`src/rtl/scaler_pkg.sv`:
```
// Shared definitions for the scaler fetch block: FSM state encoding and window width helper.
package scaler_pkg;

    typedef enum logic [2:0] {
        StIdle,
        StWaitConn,
        StIssue,
        StDrain,
        StRowEnd
    } fetch_state_e;

    function automatic int unsigned win_bits(input int unsigned pix_bits,
                                             input int unsigned kernel);
        return pix_bits * kernel * kernel;
    endfunction

endpackage

```
`src/rtl/scaler_fetch_fifo.sv`:
```
// Synchronous show-ahead FIFO holding kept read responses until the consumer takes them.
module scaler_fetch_fifo #(
    parameter int unsigned WIDTH = 8,
    parameter int unsigned DEPTH = 4,
    localparam int unsigned CNT_W = $clog2(DEPTH + 1)
) (
    input  logic             i_clk,
    input  logic             i_rst,
    input  logic             i_push,
    input  logic [WIDTH-1:0] i_data,
    input  logic             i_pop,
    output logic [WIDTH-1:0] o_data,
    output logic             o_valid,
    output logic [CNT_W-1:0] o_count
);
    localparam int unsigned PTR_W = (DEPTH > 1) ? $clog2(DEPTH) : 1;

    logic [WIDTH-1:0] r_mem [DEPTH];
    logic [PTR_W-1:0] r_wr_ptr;
    logic [PTR_W-1:0] r_rd_ptr;
    logic [CNT_W-1:0] r_count;
    logic             w_push;
    logic             w_pop;

    function automatic logic [PTR_W-1:0] ptr_inc(input logic [PTR_W-1:0] p);
        return (p == PTR_W'(DEPTH - 1)) ? '0 : p + PTR_W'(1);
    endfunction

    assign w_pop  = i_pop && (r_count != '0);
    assign w_push = i_push && ((r_count != CNT_W'(DEPTH)) || w_pop);

    always_ff @(posedge i_clk) begin
        if (i_rst) begin
            r_wr_ptr <= '0;
            r_rd_ptr <= '0;
            r_count  <= '0;
        end else begin
            if (w_push) r_wr_ptr <= ptr_inc(r_wr_ptr);
            if (w_pop)  r_rd_ptr <= ptr_inc(r_rd_ptr);
            if (w_push && !w_pop)      r_count <= r_count + CNT_W'(1);
            else if (!w_push && w_pop) r_count <= r_count - CNT_W'(1);
        end
    end

    always_ff @(posedge i_clk) begin
        if (w_push) r_mem[r_wr_ptr] <= i_data;
    end

    assign o_data  = r_mem[r_rd_ptr];
    assign o_valid = (r_count != '0);
    assign o_count = r_count;

endmodule

```
`src/rtl/scaler_matrix_fetch.sv`:
```
// Walks output pixels of a scaled frame, issuing column reads to the matrix RAM and
// forwarding the kept response windows with their fractional phases.
module scaler_matrix_fetch
    import scaler_pkg::*;
#(
    parameter int unsigned PIXEL_BITWIDTH = 8,
    parameter int unsigned KERNEL_MAX     = 4,
    parameter int unsigned IMG_BITWIDTH   = 12,
    parameter int unsigned FRAC_BITWIDTH  = 16,
    parameter int unsigned RSP_FIFO_DEPTH = 4
) (
    input  logic                                              core_clk,
    input  logic                                              core_rst,
    input  logic                                              core_start,
    input  logic [IMG_BITWIDTH-1:0]                           cfg_dst_width,
    input  logic [IMG_BITWIDTH-1:0]                           cfg_dst_height,
    input  logic [IMG_BITWIDTH+FRAC_BITWIDTH-1:0]             cfg_h_step,
    input  logic [IMG_BITWIDTH+FRAC_BITWIDTH-1:0]             cfg_v_step,
    output logic                                              m_axis_connect_ready,
    input  logic                                              m_axis_connect_valid,
    output logic                                              matrix_ram_read_en,
    output logic                                              matrix_ram_read_stride,
    output logic                                              matrix_ram_read_repeat,
    input  logic                                              matrix_ram_read_rsp_en,
    input  logic [PIXEL_BITWIDTH*KERNEL_MAX*KERNEL_MAX-1:0]   matrix_ram_read_rsp_pixel,
    output logic                                              matrix_ram_read_done,
    output logic [IMG_BITWIDTH-1:0]                           matrix_row_step,
    output logic                                              m_win_valid,
    input  logic                                              m_win_ready,
    output logic [PIXEL_BITWIDTH*KERNEL_MAX*KERNEL_MAX-1:0]   m_win_pixel,
    output logic [FRAC_BITWIDTH-1:0]                          m_win_hphase,
    output logic [FRAC_BITWIDTH-1:0]                          m_win_vphase,
    output logic                                              m_win_eol,
    output logic                                              m_win_eof,
    output logic                                              busy
);
    localparam int unsigned WIN_BITS = win_bits(PIXEL_BITWIDTH, KERNEL_MAX);
    localparam int unsigned ACC_BITS = IMG_BITWIDTH + FRAC_BITWIDTH;
    localparam int unsigned CNT_W    = $clog2(RSP_FIFO_DEPTH + 1);
    localparam int unsigned FIFO_W   = WIN_BITS + 2 * FRAC_BITWIDTH + 2;

    fetch_state_e            r_state;
    logic [IMG_BITWIDTH-1:0] r_dst_w, r_dst_h, r_col, r_row, r_reads_left, r_rsp_col;
    logic [ACC_BITS-1:0]     r_h_step, r_v_step, r_h_acc, r_v_acc, r_rsp_hacc;
    logic                    r_pix_stride, r_pix_repeat;
    logic [CNT_W-1:0]        r_kept_inflight;
    logic [IMG_BITWIDTH-1:0] r_skip_inflight;
    logic                    r_connect_ready, r_read_en, r_read_stride, r_read_repeat;
    logic                    r_read_done, r_busy;
    logic [IMG_BITWIDTH-1:0] r_row_step;

    logic [CNT_W-1:0]        w_fifo_count;
    logic                    w_fifo_valid;
    logic [FIFO_W-1:0]       w_fifo_out, w_head, w_push_data;
    logic [CNT_W:0]          w_used;
    logic                    w_last_read, w_issue, w_issue_kept, w_issue_skip;
    logic                    w_rsp_keep, w_rsp_discard, w_rsp_eol, w_rsp_eof;
    logic [ACC_BITS-1:0]     w_next_hacc, w_next_vacc;
    logic [IMG_BITWIDTH-1:0] w_delta;

    assign w_used      = {1'b0, w_fifo_count} + {1'b0, r_kept_inflight};
    assign w_last_read = (r_reads_left == IMG_BITWIDTH'(1));
    // Skip reads wait until no kept read is outstanding, so every response in flight is
    // ordered as skips followed by kepts and a skip counter alone classifies responses.
    assign w_issue      = (r_state == StIssue) &&
                          (w_last_read ? (w_used < (CNT_W + 1)'(RSP_FIFO_DEPTH))
                                       : (r_kept_inflight == '0));
    assign w_issue_kept = w_issue && w_last_read;
    assign w_issue_skip = w_issue && !w_last_read;

    assign w_rsp_discard = matrix_ram_read_rsp_en && (r_skip_inflight != '0);
    assign w_rsp_keep    = matrix_ram_read_rsp_en && (r_skip_inflight == '0) &&
                           (r_kept_inflight != '0);

    assign w_next_hacc = r_h_acc + r_h_step;
    assign w_next_vacc = r_v_acc + r_v_step;
    assign w_delta     = w_next_hacc[ACC_BITS-1:FRAC_BITWIDTH] - r_h_acc[ACC_BITS-1:FRAC_BITWIDTH];
    assign w_rsp_eol   = (r_rsp_col == r_dst_w - IMG_BITWIDTH'(1));
    assign w_rsp_eof   = w_rsp_eol && (r_row == r_dst_h - IMG_BITWIDTH'(1));
    assign w_push_data = {matrix_ram_read_rsp_pixel, r_rsp_hacc[FRAC_BITWIDTH-1:0],
                          r_v_acc[FRAC_BITWIDTH-1:0], w_rsp_eol, w_rsp_eof};

    scaler_fetch_fifo #(
        .WIDTH (FIFO_W),
        .DEPTH (RSP_FIFO_DEPTH)
    ) u_rsp_fifo (
        .i_clk   (core_clk),
        .i_rst   (core_rst),
        .i_push  (w_rsp_keep),
        .i_data  (w_push_data),
        .i_pop   (m_win_ready),
        .o_data  (w_fifo_out),
        .o_valid (w_fifo_valid),
        .o_count (w_fifo_count)
    );

    always_ff @(posedge core_clk) begin
        if (core_rst) begin
            r_state <= StIdle;
            {r_dst_w, r_dst_h, r_col, r_row, r_reads_left, r_rsp_col} <= '0;
            {r_h_step, r_v_step, r_h_acc, r_v_acc, r_rsp_hacc}        <= '0;
            {r_pix_stride, r_pix_repeat}                              <= '0;
            r_kept_inflight <= '0;
            r_skip_inflight <= '0;
            {r_connect_ready, r_read_en, r_read_stride, r_read_repeat} <= '0;
            {r_read_done, r_busy} <= '0;
            r_row_step <= '0;
        end else begin
            r_read_en     <= 1'b0;
            r_read_stride <= 1'b0;
            r_read_repeat <= 1'b0;
            r_read_done   <= 1'b0;

            case ({w_issue_kept, w_rsp_keep})
                2'b10:   r_kept_inflight <= r_kept_inflight + CNT_W'(1);
                2'b01:   r_kept_inflight <= r_kept_inflight - CNT_W'(1);
                default: r_kept_inflight <= r_kept_inflight;
            endcase
            case ({w_issue_skip, w_rsp_discard})
                2'b10:   r_skip_inflight <= r_skip_inflight + IMG_BITWIDTH'(1);
                2'b01:   r_skip_inflight <= r_skip_inflight - IMG_BITWIDTH'(1);
                default: r_skip_inflight <= r_skip_inflight;
            endcase
            if (w_rsp_keep) begin
                r_rsp_col  <= r_rsp_col + IMG_BITWIDTH'(1);
                r_rsp_hacc <= r_rsp_hacc + r_h_step;
            end

            case (r_state)
                StIdle: begin
                    if (core_start) begin
                        r_dst_w  <= cfg_dst_width;
                        r_dst_h  <= cfg_dst_height;
                        r_h_step <= cfg_h_step;
                        r_v_step <= cfg_v_step;
                        if (cfg_dst_width != '0 && cfg_dst_height != '0) begin
                            r_state         <= StWaitConn;
                            r_connect_ready <= 1'b1;
                            r_busy          <= 1'b1;
                            r_row           <= '0;
                            r_v_acc         <= '0;
                        end
                    end
                end
                StWaitConn: begin
                    if (m_axis_connect_valid) begin
                        r_state         <= StIssue;
                        r_connect_ready <= 1'b0;
                        r_h_acc         <= '0;
                        r_col           <= '0;
                        r_reads_left    <= IMG_BITWIDTH'(1);
                        r_pix_stride    <= 1'b0;
                        r_pix_repeat    <= 1'b0;
                        r_rsp_col       <= '0;
                        r_rsp_hacc      <= '0;
                    end
                end
                StIssue: begin
                    if (w_issue) begin
                        r_read_en     <= 1'b1;
                        r_read_stride <= r_pix_stride;
                        r_read_repeat <= r_pix_repeat;
                        if (!w_last_read) begin
                            r_reads_left <= r_reads_left - IMG_BITWIDTH'(1);
                        end else if (r_col == r_dst_w - IMG_BITWIDTH'(1)) begin
                            r_state <= StDrain;
                        end else begin
                            r_col        <= r_col + IMG_BITWIDTH'(1);
                            r_h_acc      <= w_next_hacc;
                            r_reads_left <= (w_delta == '0) ? IMG_BITWIDTH'(1) : w_delta;
                            r_pix_stride <= (w_delta != '0);
                            r_pix_repeat <= (w_delta == '0);
                        end
                    end
                end
                StDrain: begin
                    if (r_kept_inflight == '0 && r_skip_inflight == '0) begin
                        r_state     <= StRowEnd;
                        r_read_done <= 1'b1;
                        r_row_step  <= w_next_vacc[ACC_BITS-1:FRAC_BITWIDTH] -
                                       r_v_acc[ACC_BITS-1:FRAC_BITWIDTH];
                        r_v_acc     <= w_next_vacc;
                    end
                end
                StRowEnd: begin
                    r_row_step <= '0;
                    if (r_row == r_dst_h - IMG_BITWIDTH'(1)) begin
                        r_state <= StIdle;
                        r_busy  <= 1'b0;
                    end else begin
                        r_row           <= r_row + IMG_BITWIDTH'(1);
                        r_state         <= StWaitConn;
                        r_connect_ready <= 1'b1;
                    end
                end
                default: r_state <= StIdle;
            endcase
        end
    end

    assign w_head = w_fifo_valid ? w_fifo_out : '0;

    assign m_axis_connect_ready   = r_connect_ready;
    assign matrix_ram_read_en     = r_read_en;
    assign matrix_ram_read_stride = r_read_stride;
    assign matrix_ram_read_repeat = r_read_repeat;
    assign matrix_ram_read_done   = r_read_done;
    assign matrix_row_step        = r_row_step;
    assign busy                   = r_busy;
    assign m_win_valid            = w_fifo_valid;
    assign m_win_pixel            = w_head[FIFO_W-1 -: WIN_BITS];
    assign m_win_hphase           = w_head[2*FRAC_BITWIDTH+1 -: FRAC_BITWIDTH];
    assign m_win_vphase           = w_head[FRAC_BITWIDTH+1 -: FRAC_BITWIDTH];
    assign m_win_eol              = w_head[1];
    assign m_win_eof              = w_head[0];

endmodule

```
`config.mk`:
```
export PLATFORM = sky130hd
export DESIGN_NAME = scaler_matrix_fetch
export DESIGN_NICKNAME = d
export VERILOG_FILES = /design/src/rtl/scaler_pkg.sv /design/src/rtl/scaler_fetch_fifo.sv /design/src/rtl/scaler_matrix_fetch.sv
export SDC_FILE = /design/constraint.sdc
export NUM_CORES = 1
export LEC_CHECK = 0
export BUFFER_PORTS_ARGS = -buffer_cell sky130_fd_sc_hd__buf_2
export CAP_MARGIN = 20
export CORE_UTILIZATION = 52
export CTS_CLUSTER_DIAMETER = 50
export DETAILED_ROUTE_END_ITERATION = 10
export PLACE_DENSITY = 0.75
export SETUP_SLACK_MARGIN = 0.2
export SLEW_MARGIN = 20
export SYNTH_ARGS = -nofsm -noshare
export SYNTH_HDL_FRONTEND = slang
export SYNTH_HIERARCHICAL = 1
export SYNTH_SLANG_ARGS = --single-unit
```
`constraint.sdc`:
```
create_clock -name core_clk -period 4.7 [get_ports core_clk]
set_input_delay 0.47 -clock core_clk [delete_from_list [all_inputs] [get_ports core_clk]]
set_output_delay 0.47 -clock core_clk [all_outputs]
set_load 0.02 [all_outputs]
```
## Word-level counts from Yosys, hierarchy flattened

Memories as Yosys holds them, arrays and structs flattened. A register that Yosys moved wholly into a read port is not among the register bits.
Index checks and enable logic that the tools add are counted.

| operators by class | value |
|---|---|
| $add $sub $neg | 20 |
| multipliers | 0 |
| div/mod/pow operators | 0 |
| magnitude comparators | 1 |
| equality and inequality tests | 26 |
| shift operators | 0 |
| mux-type cells | 70 |
| bitwise gates (word level) | 3 |
| reduce and logical (&&, ||, !) cells | 47 |

Operators by type and width:

| operator | number |
|---|---|
| two-way mux 28 bit | 10 |
| two-way mux 12 bit | 16 |
| two-way mux 162 bit | 1 |
| case mux 12 bit (2 select lines) | 5 |
| case mux 28 bit (2 select lines) | 2 |
| adder 28 bit | 3 |
| adder 12 x 1 -> 12 bit, second input constant | 4 |
| nonzero test 12 bit | 4 |
| subtractor 12 x 1 -> 12 bit, second input constant | 4 |
| == test 12 bit | 3 |
| two-way mux 3 bit | 9 |
| zero test 12 bit | 2 |
| subtractor 12 bit | 2 |
| != test 2 bit, second input constant | 9 |
| two-way mux 1 bit | 17 |
| AND reduction 4 bit | 4 |
| case mux 3 bit (5 select lines) | 1 |
| nonzero test 2 bit | 7 |
| logical AND 1 bit | 13 |
| == test 12 x 1 -> 1 bit, second input constant | 1 |
| AND reduction 5 bit | 2 |
| nonzero test 3 bit | 3 |
| == test 2 bit, second input constant | 4 |
| two-way mux 2 bit | 4 |
| 22 further kinds | 37 |

| storage, ports and cells | value |
|---|---|
| register bits | 257 |
| bits in latches | 0 |
| memory bits (writable) | 648 |
| memory bits (read-only) | 0 |
| bits of input ports | 214 |
| word-level logic and storage cells | 194 |
| memories | 1 |

Memories:

| memory | words | bits a word | rd ports | clocked after Yosys merged registers in | write ports | line | source |
|---|---|---|---|---|---|---|---|
| u_rsp_fifo.r_mem | 4 | 162 | 1 | 1 | 1 | scaler_fetch_fifo.sv:18 | `logic [WIDTH-1:0] r_mem [DEPTH];` |

## Depth between registers and ports, before layout

Gate-level depths: netlist of the first run.

| depth | value |
|---|---|
| word-level depth | 8 |
| depth in mapped cells | 23 |
| depth with buffers taken out | 23 |

## Modules after synthesis

The synthesis of the first run kept the hierarchy.

Modules (own cells, without submodules):

| module | times used | cells an instance | area each (um^2) | sequential area each (um^2) |
|---|---|---|---|---|
| scaler_fetch_fifo | 1 | 892 | 23835.4 | 19638.8 |
| scaler_matrix_fetch | 1 | 2081 | 15880.2 | 4724.5 |

## Least setup slack after synthesis of the first run

Ideal clock, no wire load.

| timing | value |
|---|---|
| path kind | register to register |
| start | reg r_v_acc[0] |
| end | reg r_row_step[10], in the netlist matrix_row_step[10] |
| setup time | 0.130 ns |
| arrival time | 4.627 ns |
| data required time | 4.570 ns |
| path slack | -0.057 ns |
| cell stages (with the launch flop) | 24 |
| path buffers | 0 |
| period minus slack after synthesis | 4.757 ns |
| path through | dfxtp_1 -> ha_1 -> fa_1 -> a211oi_1 -> o21a_1 -> o21a_1 -> nor3_1 -> a2111oi_0 -> o21bai_1 -> a21oi_1 -> xor2_1 -> ha_1 -> inv_1 -> fa_1 -> a21o_1 -> a21oi_1 -> o21bai_1 -> a21oi_1 -> o21bai_1 -> a21oi_1 -> o21bai_1 -> a21oi_1 -> xor2_1 -> o31ai_1 |

| between the ends | value |
|---|---|
| longest elaborated chain between the ends | 4 |

RTL lines:

| item | line | source |
|---|---|---|
| start, declared | scaler_matrix_fetch.sv:44 | `logic [ACC_BITS-1:0] r_h_step, r_v_step, r_h_acc, r_v_acc, r_rsp_hacc;` |
| start signal, assigned | scaler_matrix_fetch.sv:182 | `r_v_acc <= w_next_vacc;` |
| adder 28 bit | scaler_matrix_fetch.sv:76 | `assign w_next_vacc = r_v_acc + r_v_step;` |
| subtractor 12 bit | scaler_matrix_fetch.sv:180 | `r_row_step <= w_next_vacc[ACC_BITS-1:FRAC_BITWIDTH] -` |
| two-way mux 12 bit | scaler_matrix_fetch.sv:177 | `if (r_kept_inflight == '0 && r_skip_inflight == '0) begin` |
| case mux 12 bit (2 select lines) | scaler_matrix_fetch.sv:129 | `case (r_state)` |
| end signal, assigned | scaler_matrix_fetch.sv:180 |  |
| end, declared | scaler_matrix_fetch.sv:50 | `logic [IMG_BITWIDTH-1:0] r_row_step;` |

No other way between the ends. The select of a mux whose other input is x is not followed.
A chain may end at the register's enable or synchronous reset.

## Worst setup path in the final report of the first run

| timing | value |
|---|---|
| start | reg r_h_step[6] |
| end | reg r_reads_left[0] |

| between the ends | value |
|---|---|
| longest elaborated chain between the ends | 8 |

RTL lines:

| item | line | source |
|---|---|---|
| start, declared | scaler_matrix_fetch.sv:44 |  |
| start signal, assigned | scaler_matrix_fetch.sv:134 | `r_h_step <= cfg_h_step;` |
| adder 28 bit (*) | scaler_matrix_fetch.sv:75 | `assign w_next_hacc = r_h_acc + r_h_step;` |
| subtractor 12 bit (*) | scaler_matrix_fetch.sv:77 | `assign w_delta = w_next_hacc[ACC_BITS-1:FRAC_BITWIDTH] - r_h_acc[ACC_BITS-1:FRAC_BITWIDTH];` |
| zero test 12 bit | scaler_matrix_fetch.sv:170 | `r_reads_left <= (w_delta == '0) ? IMG_BITWIDTH'(1) : w_delta;` |
| two-way mux 12 bit (*) | scaler_matrix_fetch.sv:170 |  |
| two-way mux 12 bit (*) | scaler_matrix_fetch.sv:165 | `end else if (r_col == r_dst_w - IMG_BITWIDTH'(1)) begin` |
| two-way mux 12 bit (*) | scaler_matrix_fetch.sv:163 | `if (!w_last_read) begin` |
| two-way mux 12 bit (*) | scaler_matrix_fetch.sv:159 | `if (w_issue) begin` |
| case mux 12 bit (2 select lines) (*) | scaler_matrix_fetch.sv:129 |  |
| end signal, assigned | scaler_matrix_fetch.sv:164 | `r_reads_left <= r_reads_left - IMG_BITWIDTH'(1);` |
| end signal, assigned | scaler_matrix_fetch.sv:170 |  |
| end, declared | scaler_matrix_fetch.sv:43 | `logic [IMG_BITWIDTH-1:0] r_dst_w, r_dst_h, r_col, r_row, r_reads_left, r_rsp_col;` |

Mark *: on every way between the ends. The rest lies on a longest branch, timed or not. The select of a mux whose other input is x is not followed.

==> run summary, run 1 <==
The flow ran to the end, and the final reports show no timing, DRC or antenna violations. Share of total power in combinational logic: 29.3%. For the total I/O pin count, the log shows 395.

The post-route minimum period was 4510 ps. The placer's final routability congestion estimate is 0.866, and the maximum fanout count along the critical path is 4. In this run the core area contains 100 standard-cell rows. The die covers 77500 µm². After synthesis the cells add up to 39700 µm². For the number of iterations in the first detailed-routing pass, the log shows 6. The slowest stage of the critical path is the sky130_fd_sc_hd__or4_1 cell. Setup violations remaining at the end of the flow were counted as 0. The height of the die came out at 278 µm. Dividing total power by cell area gives a power density of 497 nW/µm². Horizontal die dimension: 278 µm. For the area taken by flip-flops and latches, the log shows 24400 µm².

In the routed design, unresolved DRC markers number 0. The total area inside the core boundary comes to 74900 µm². The average cell area after synthesis came out at 13.4 µm².

Cells with a size suffix above 1 make up 25.7% of the layout. Hold is met by 34.4 ps. The deepest level of the CTS H-tree is 3. The initial core utilization was 53.0%; the number of global-route vias before repair was 25900. Post-detailed-route wirelength per cell: 20.9 µm. For the worst-skew pair, the clock arrives at the later sink with an insertion delay of 670 ps. TritonCTS built the clock tree. Headroom to the max-slew limit came out at 25.9%. The number of distinct library cells after synthesis is 94. The clock drives 893 sinks.

For the final database, setup skew stands at 39.2 ps. The total congestion overflow after global routing is 0. The share of total power dissipated in sequential elements is 37.2%.

The classification of the worst-slack hold path was primary input to flop. Summed over all cells, the static leakage comes to 17.6 nW. The number of enable-type register cells in the synthesized netlist is 648. CTS buffer count: 101.

The estimated wirelength of the detail-placed design is 59.7 mm, and the share of Yosys cell area claimed by the top area cell type is 49.0%. The capturing element type of the critical path was a flop. Clock-pin slew was measured on the worst setup and hold paths at 60 ps.

The via total after detailed routing came out at 26200. The run gives 3 as the maximum root-to-sink buffer count. The internal portion of the total power is 16.2 mW. Dominant register cell in the synthesized netlist: sky130_fd_sc_hd__edfxtp_1. Across every metal layer, demand over resource in global routing totals 24.1%. The post-layout utilization of the core was 64.2%; the critical path data arrival time was 5080 ps. The required time at the worst-slack endpoint is 5270 ps. Nature of the critical path startpoint: a flop.

The layout has 5421 filler cells. The worst setup path is of the flop to flop kind. For this design the total switching power over the nets is 7.75 mW.

The largest single stage delay on the critical path is 550 ps. The tools report the total nets after synthesis as 3313. For the post-place setup slack, the log shows -74.7 ps. At the end of the flow, the number of nets in the layout was 3879. The area of the multi-input gates is 14800 µm², and the fmax is 0.222 GHz.

The logs give 0.319 mV for the highest ir drop seen on vdd and 6 for the yosys synthesis warning count. Yosys attributes the largest share of cell area to sky130_fd_sc_hd__edfxtp_1 49%, sky130_fd_sc_hd__dfxtp_1 12%, sky130_fd_sc_hd__mux4_2 9.2%. The first global-routing pass estimated 145 mm of wire.

The worst path meets setup with 190 ps of slack. Setup repair after global routing could not meet its margin everywhere. After synthesis, flip-flops and latches occupy 61.3% of the total area. The most numerous cell type found on the critical path is sky130_fd_sc_hd__o21ai_1. The detailed router finished its first iteration with 1860 violations. For the clock network power share, the log shows 33.5%.

The tool flagged a number of max-cap violations equal to 0. Traced cell by cell, the critical path runs through ha_4 > o21ai_1 > a21oi_1 > a41oi_2 > o41ai_2 > nand2_1 > o211ai_1 > xor2_1 > buf_4 > ha_1 > nor2b_1 > o21ai_1 > nor2b_4 > xnor2_2 > nand4b_1 > or4_1 > nand4bb_4 > and3b_1 > nor4_1 > nor3_1. The max-slew violation total from the final report was 0.

For the number of endpoints with negative hold slack in the final report, the log shows 0. The share of flip-flops with an asynchronous set or reset works out to 0%. CTS placed an instance of sky130_fd_sc_hd__clkbuf_16 at the clock tree root. The register bit count reported by yosys was 893; the initial antenna violation count was 15.

The post-route total power came out at 23.9 mW. The synthesis-to-layout area growth is 21.2%, and the instance count of the mapped netlist is 2973. The final critical-path share of the clock period came out at 96.0%.

For the pin with the worst max-slew slack, the measured transition is 1110 ps. The cell type with the highest aggregate area in the netlist was sky130_fd_sc_hd__edfxtp_1. The switching power share of the total came out at 32.4%. Entering global routing, the biggest net connects 136 pins. The count of nets left with antenna violations once routing finished came out at 0. The number of vias per cell after detailed routing was 5.69; the detailed-route wire length was 96.3 mm. The number of I/O port buffers is 394.
-- worst max-delay path, delay by kind of cell, from the launching register on --
family	cells	cell delay [ps]
buf+inv	1	150
flops	1	360
fa+ha+maj	2	490
xor+xnor	2	280
simple gates	9	1860
compound gates	6	1290
-- cells by family (layout without fill, tap and decap cells) --
group,Yosys count,in the layout,synth area share [%]
AND/OR/NAND/NOR,930,930,11.7
flip-flops,893,893,61.3
AO/OA/AOI/OAI,483,483,7.51
buffers and inverters,213,863,2.36
multiplexers,171,171,9.41
XOR/XNOR,157,157,3.57
adder cells (fa/ha/maj),126,126,4.12
other,0,9,0
-- worst paths after layout --
kind | from | to | slack, ps | cells after the start
max | r_h_step[6] | r_reads_left[0] | 190 | 20
min | matrix_ram_read_rsp_pixel[66] | u_rsp_fifo/r_mem[2][100] | 30 | 1
max reg2reg | r_h_step[6] | r_reads_left[0] | 190 | 20
min reg2reg | r_v_step[10] | r_v_step[10] | 460 | 2
-- power groups by stage --
stage          logic, mW  clock network (mW)  registers (mW)
4_1_cts             6.90                8.14            8.90
3_3_place_gp        6.73                   0            9.06
5_1_grt             7.54                8.45            8.94
3_5_place_dp        6.77                   0            9.06
6_report            7.00                8.01            8.90
2_1_floorplan       4.89                   0            8.90
-- cells in the mapped netlist (all sizes together), types with 23 or more instances --
cell	n
a21o	24
a21oi	233
and2	172
buf	47
clkbuf	93
dfxtp	245
edfxtp	648
ha	118
inv	72
mux4	162
nand2	292
nand3	80
nor2	175
nor2b	23
nor3	59
nor4	26
o21ai	67
xnor2	95
xor2	59
-- flip-flops by register name (all words and copies together) (netlist names), 16 cells and up, named ones only --
| signal | flops |
|---|---|
| r_h_acc | 27 |
| r_v_acc | 27 |
| r_v_step | 28 |
| r_h_step | 28 |
| u_rsp_fifo/r_mem | 648 |
| r_rsp_hacc | 16 |
-- final cells by class --
cell class,instances,share of cell area [%]
Sequential cell,893,50.7
Multi-Input combinational cell,1867,30.8
Timing Repair Buffer,603,8.18
Clock buffer,116,5.43
Tap cell,969,2.52
Clock inverter,71,1.77
Inverter,73,0.569
Antenna cell,9,0.0468
-- per-layer routing --
metal  track usage (%)  vias up  wire (µm)
met5                 0        -         64
met4              6.94       10       2440
met3              5.53      163       6730
met2              41.0      845      47800
met1              31.0    12900      39200
li1                  -    12300          -
-- timing repair --
item,4_1_cts,5_1_grt
setup buffers,15,14
resized for setup,23,71
hold endpoints to repair,372,0
endpoints found under the setup margin,8,12
hold buffers,100,0
pin swaps,17,50
-- cells in the final DEF, fill, tap and decap left out, drive strengths merged, types with 19 or more instances in the layout --
cell | synthesis | layout
edfxtp | 648 | 648
buf | 47 | 503
nand2 | 292 | 292
dfxtp | 245 | 245
a21oi | 233 | 233
nor2 | 175 | 175
and2 | 172 | 172
mux4 | 162 | 162
ha | 118 | 118
clkbuf | 93 | 116
dlygate4sd3 | 0 | 100
xnor2 | 95 | 95
inv | 72 | 84
nand3 | 80 | 80
o21ai | 67 | 67
xor2 | 59 | 59
nor3 | 59 | 59
clkinv | 1 | 43
nor4 | 26 | 26
a21o | 24 | 24
nor2b | 23 | 23
or3 | 21 | 21
o21bai | 19 | 19
-- metrics by stage --
| step | setup TNS [ps] | area, µm² | cells |
|---|---|---|---|
| floorplan | 0 | 39700 | 2973 |
| global placement | 0 | 43000 | 4276 |
| detailed placement | -74.7 | 43000 | 4276 |
| CTS | 0 | 47700 | 4578 |
| global route | -134 | 48100 | 4597 |
| finish | 0 | 48100 | 4601 |
(Power assumes the default switching activity.)
==> inputs of run 2 (changes only) <==
==> constraint.sdc (replaced) <==
create_clock -name core_clk -period 4.7 [get_ports core_clk]
set_input_delay 0.47 -clock core_clk [delete_from_list [all_inputs] [get_ports core_clk]]
set_output_delay 0.47 -clock core_clk [all_outputs]
set_load 0.005 [all_outputs]
==> run summary, run 2 (synthesis results as in run 1) <==
The flow ran to the end, and the final reports show no timing, DRC or antenna violations. Kind of cell adding the most delay to the critical path: simple AND/OR/NAND/NOR gates. Classification of the worst-slack hold path: primary input to flop. For the CTS buffer count, the log shows 105 (+4.0%). The area taken by flip-flops and latches came out at 24400 µm² (about the same).

The number of buffer and inverter stages on the critical path is 0 (-1). The height of the die is 278 µm (unchanged). The maximum root-to-sink buffer count was 3 (unchanged); the aggregate negative setup slack was 0 ps (unchanged). The placer's final routability congestion estimate is 0.863 (-0.36%). The area of placed instances is 43000 µm² (about the same). The initial detailed-routing violation count is 2155 (+16%). The later-pin clock latency in the skew report came out at 690 ps (+20 ps). For the core footprint, the log shows 74900 µm² (unchanged).

The ratio of total power to cell area came out at 478 nW/µm² (-3.7%). The headroom to the max-slew limit is 35.6% (+9.7 points), and the number of sinks handled by clock tree synthesis is 893 (unchanged). The global-route wire length before repair is 147 mm (+1.2%), and the number of I/O port buffers is 394 (unchanged). Final setup violation count: 0 (unchanged). The tools report the pin count of the biggest net entering global routing as 116 (-15%).

For the floorplan die area, the log shows 77500 µm² (unchanged). The post-place setup slack is -93.4 ps (-18.6 ps), and the area of all placed cells without fillers is 48800 µm² (+1.4%). The cell depth of the worst flop-to-flop path is 19 (-5.0%). The type of the worst setup path was flop to flop. The post-route minimum period came out at 4560 ps (+46.8 ps).

The tools report the initial antenna violation count as 8 (-7). The standard cell with the maximum stage delay on the critical path was sky130_fd_sc_hd__or4_1. The tools report the fmax as 0.219 GHz (-1.0%). The count of nets left with antenna violations after detail routing was 0 (unchanged); the number of nets in the finished design was 3923 (+1.1%). The library cell used most frequently in the layout, excluding fill and tap cells, is sky130_fd_sc_hd__edfxtp_1.

The minimum setup slack in the final design came out at 143 ps (-46.8 ps). The tools report the global-route met2 utilization as 41.1% (+0.11 points). The post-detailed-route wirelength per cell works out to 21.0 µm (+0.12%). The clock transition at the register clock pins on the worst setup and hold paths after CTS works out to 60 ps (about the same). The number of rows in the core area was 100 (unchanged). Number of global-route vias before repair: 26200 (+1.3%). The largest registers in the layout are u_rsp_fifo/r_mem (648), r_h_step (28), r_v_step (28). Busiest layer in global routing: met2.

The number of flip-flops under the largest register name was 648 (unchanged); the final critical-path share of the clock period was 96.9% (+1.0 points). The logs give 5328 (-1.7%) for the count of filler cells inserted in the layout and 65.1% (+0.90 points) for the post-layout utilization of the core. The detailed-route wire length is 97.4 mm (+1.1%). The required time at the worst-slack endpoint is 5290 ps (+20 ps). The run gives 5150 ps (+70 ps) as the critical path data arrival time.

The number of iterations in the first detailed-routing pass was 5 (-1); the estimated wirelength of the detail-placed design was 59.6 mm (-0.11%). The highest ir drop seen on vdd was 0.413 mV (+29%). Setup repair after global routing could not meet its margin everywhere. The maximum fanout count along the critical path is 3 (-1), and the synthesis-to-layout area growth is 22.9%. The worst setup path is launched from a flop. Leaving out fill and tap cells, the most frequent cells in the layout are 648 x sky130_fd_sc_hd__edfxtp_1, 393 x sky130_fd_sc_hd__buf_2, 290 x sky130_fd_sc_hd__nand2_1, 227 x sky130_fd_sc_hd__dfxtp_1, 223 x sky130_fd_sc_hd__a21oi_1. The instance count along the most critical hold path is 3 (+2). The total number of cells along the worst setup path was 19 (-5.0%). TritonCTS built the clock tree. For the total I/O pin count, the log shows 395 (unchanged). The critical path goes through ha_4 > a211oi_4 > o21ai_2 > a41oi_2 > o41ai_2 > nand2_1 > o211ai_1 > xor2_1 > ha_1 > nor2b_4 > o21ai_2 > nor2b_4 > xnor2_2 > nand4b_1 > or4_1 > nand4bb_4 > and3b_1 > nor4_2 > nor3_1. The worst setup path is captured at a flop.

The met3 track utilization from global routing was 4.96% (-0.57 points); the horizontal die dimension was 278 µm (unchanged). The logs give 24.3% (+0.16 points) for the aggregate global-route resource usage and 0 (unchanged) for the total congestion overflow after global routing. The logs give 0 (unchanged) for the number of design rule violations left after detail routing and 0 (unchanged) for the max-slew violation total from the final report. The deepest level of the CTS H-tree was 3 (unchanged); the global-route track usage on met1 was 31.7% (+0.70 points). The run gives 53.0% (unchanged) as the initial core utilization. The count of max-cap constraint violations was 0 (unchanged); the post-route total power was 23.3 mW (-2.4%). The run gives 0 (unchanged) as the number of endpoints with negative hold slack in the final report.

The leakage power figure is 17.9 nW (+1.6%), and the number of vias per cell after detailed routing is 5.76 (+1.3%). The final worst clock skew was 48.0 ps (+8.79 ps); the critical path's largest stage delay was 550 ps (about the same). The slew at the pin with the worst max-slew slack came out at 963 ps (-149 ps).

The root buffer cell chosen for the clock tree is sky130_fd_sc_hd__clkbuf_16. The area of the multi-input gates came out at 14900 µm² (+0.36%). The register ranked first by flip-flop count is u_rsp_fifo/r_mem. The fraction of layout cells with a size suffix above 1 came out at 26.1% (+0.45 points).

The via total after detailed routing is 26800 (+2.3%).
-- run 2: cell types whose count changed in the layout (fill, tap and decap cells not counted), sizes merged --
| cell | before | now |
|---|---|---|
| buf | 503 | 517 |
| clkinvlp | 5 | 12 |
| bufinv | 12 | 11 |
| diode | 9 | 3 |
| inv | 84 | 87 |
| clkbuf | 116 | 124 |
| dlygate4sd3 | 100 | 126 |
| clkinv | 43 | 38 |
-- run 2: final cells by class --
| type | count | area share, % |
|---|---|---|
| Multi-Input combinational cell | 1867 | 30.5 |
| Clock inverter | 75 | 1.81 |
| Sequential cell | 893 | 50.0 |
| Antenna cell | 3 | 0.0154 |
| Inverter | 73 | 0.561 |
| Tap cell | 969 | 2.48 |
| Clock buffer | 124 | 5.66 |
| Timing Repair Buffer | 643 | 9.00 |
-- run 2: where the power goes --
part | internal [mW] | total (mW) | switching, mW
combinational | 2.83 | 6.10 | 3.27
sequential | 8.61 | 8.92 | 0.309
clock | 4.90 | 8.31 | 3.41
-- run 2: per-layer routing --
metal / vias to the layer above / routed length [µm]
li1: 12400 / -
met1: 13300 / 40000
met2: 965 / 48100
met3: 194 / 6500
met4: 12 / 2670
met5: - / 81
-- run 2: timing repair --
action	in CTS	in global routing
pin swaps	18	49
resized for setup	28	97
buffers inserted	31	13
endpoints found under the setup margin	8	14
endpoints found under the hold margin	474	0
hold buffers	126	0
-- run 2: worst paths after layout --
kind,start,end,slack (ps)
worst max-delay path,r_h_step[1],r_reads_left[0],140
worst min-delay path,cfg_h_step[14],r_h_step[14],30
worst max register to register,r_h_step[1],r_reads_left[0],140
worst min register to register,m_axis_connect_ready,m_axis_connect_ready,460
-- run 2: worst reg2reg max path, delay by kind of cell (launching register included) --
| kind | cells | cell delay (ps) |
|---|---|---|
| simple gates | 9 | 1890 |
| flops | 1 | 360 |
| compound gates | 6 | 1270 |
| fa+ha+maj | 2 | 580 |
| xor+xnor | 2 | 390 |
-- run 2: stage by stage --
stage / hold slack (ps) / std cells
global placement: 433 / 4275
floorplan: 417 / 2973
global route: 8.08 / 4645
CTS: 0.805 / 4631
detailed placement: 446 / 4275
finish: 32.3 / 4647
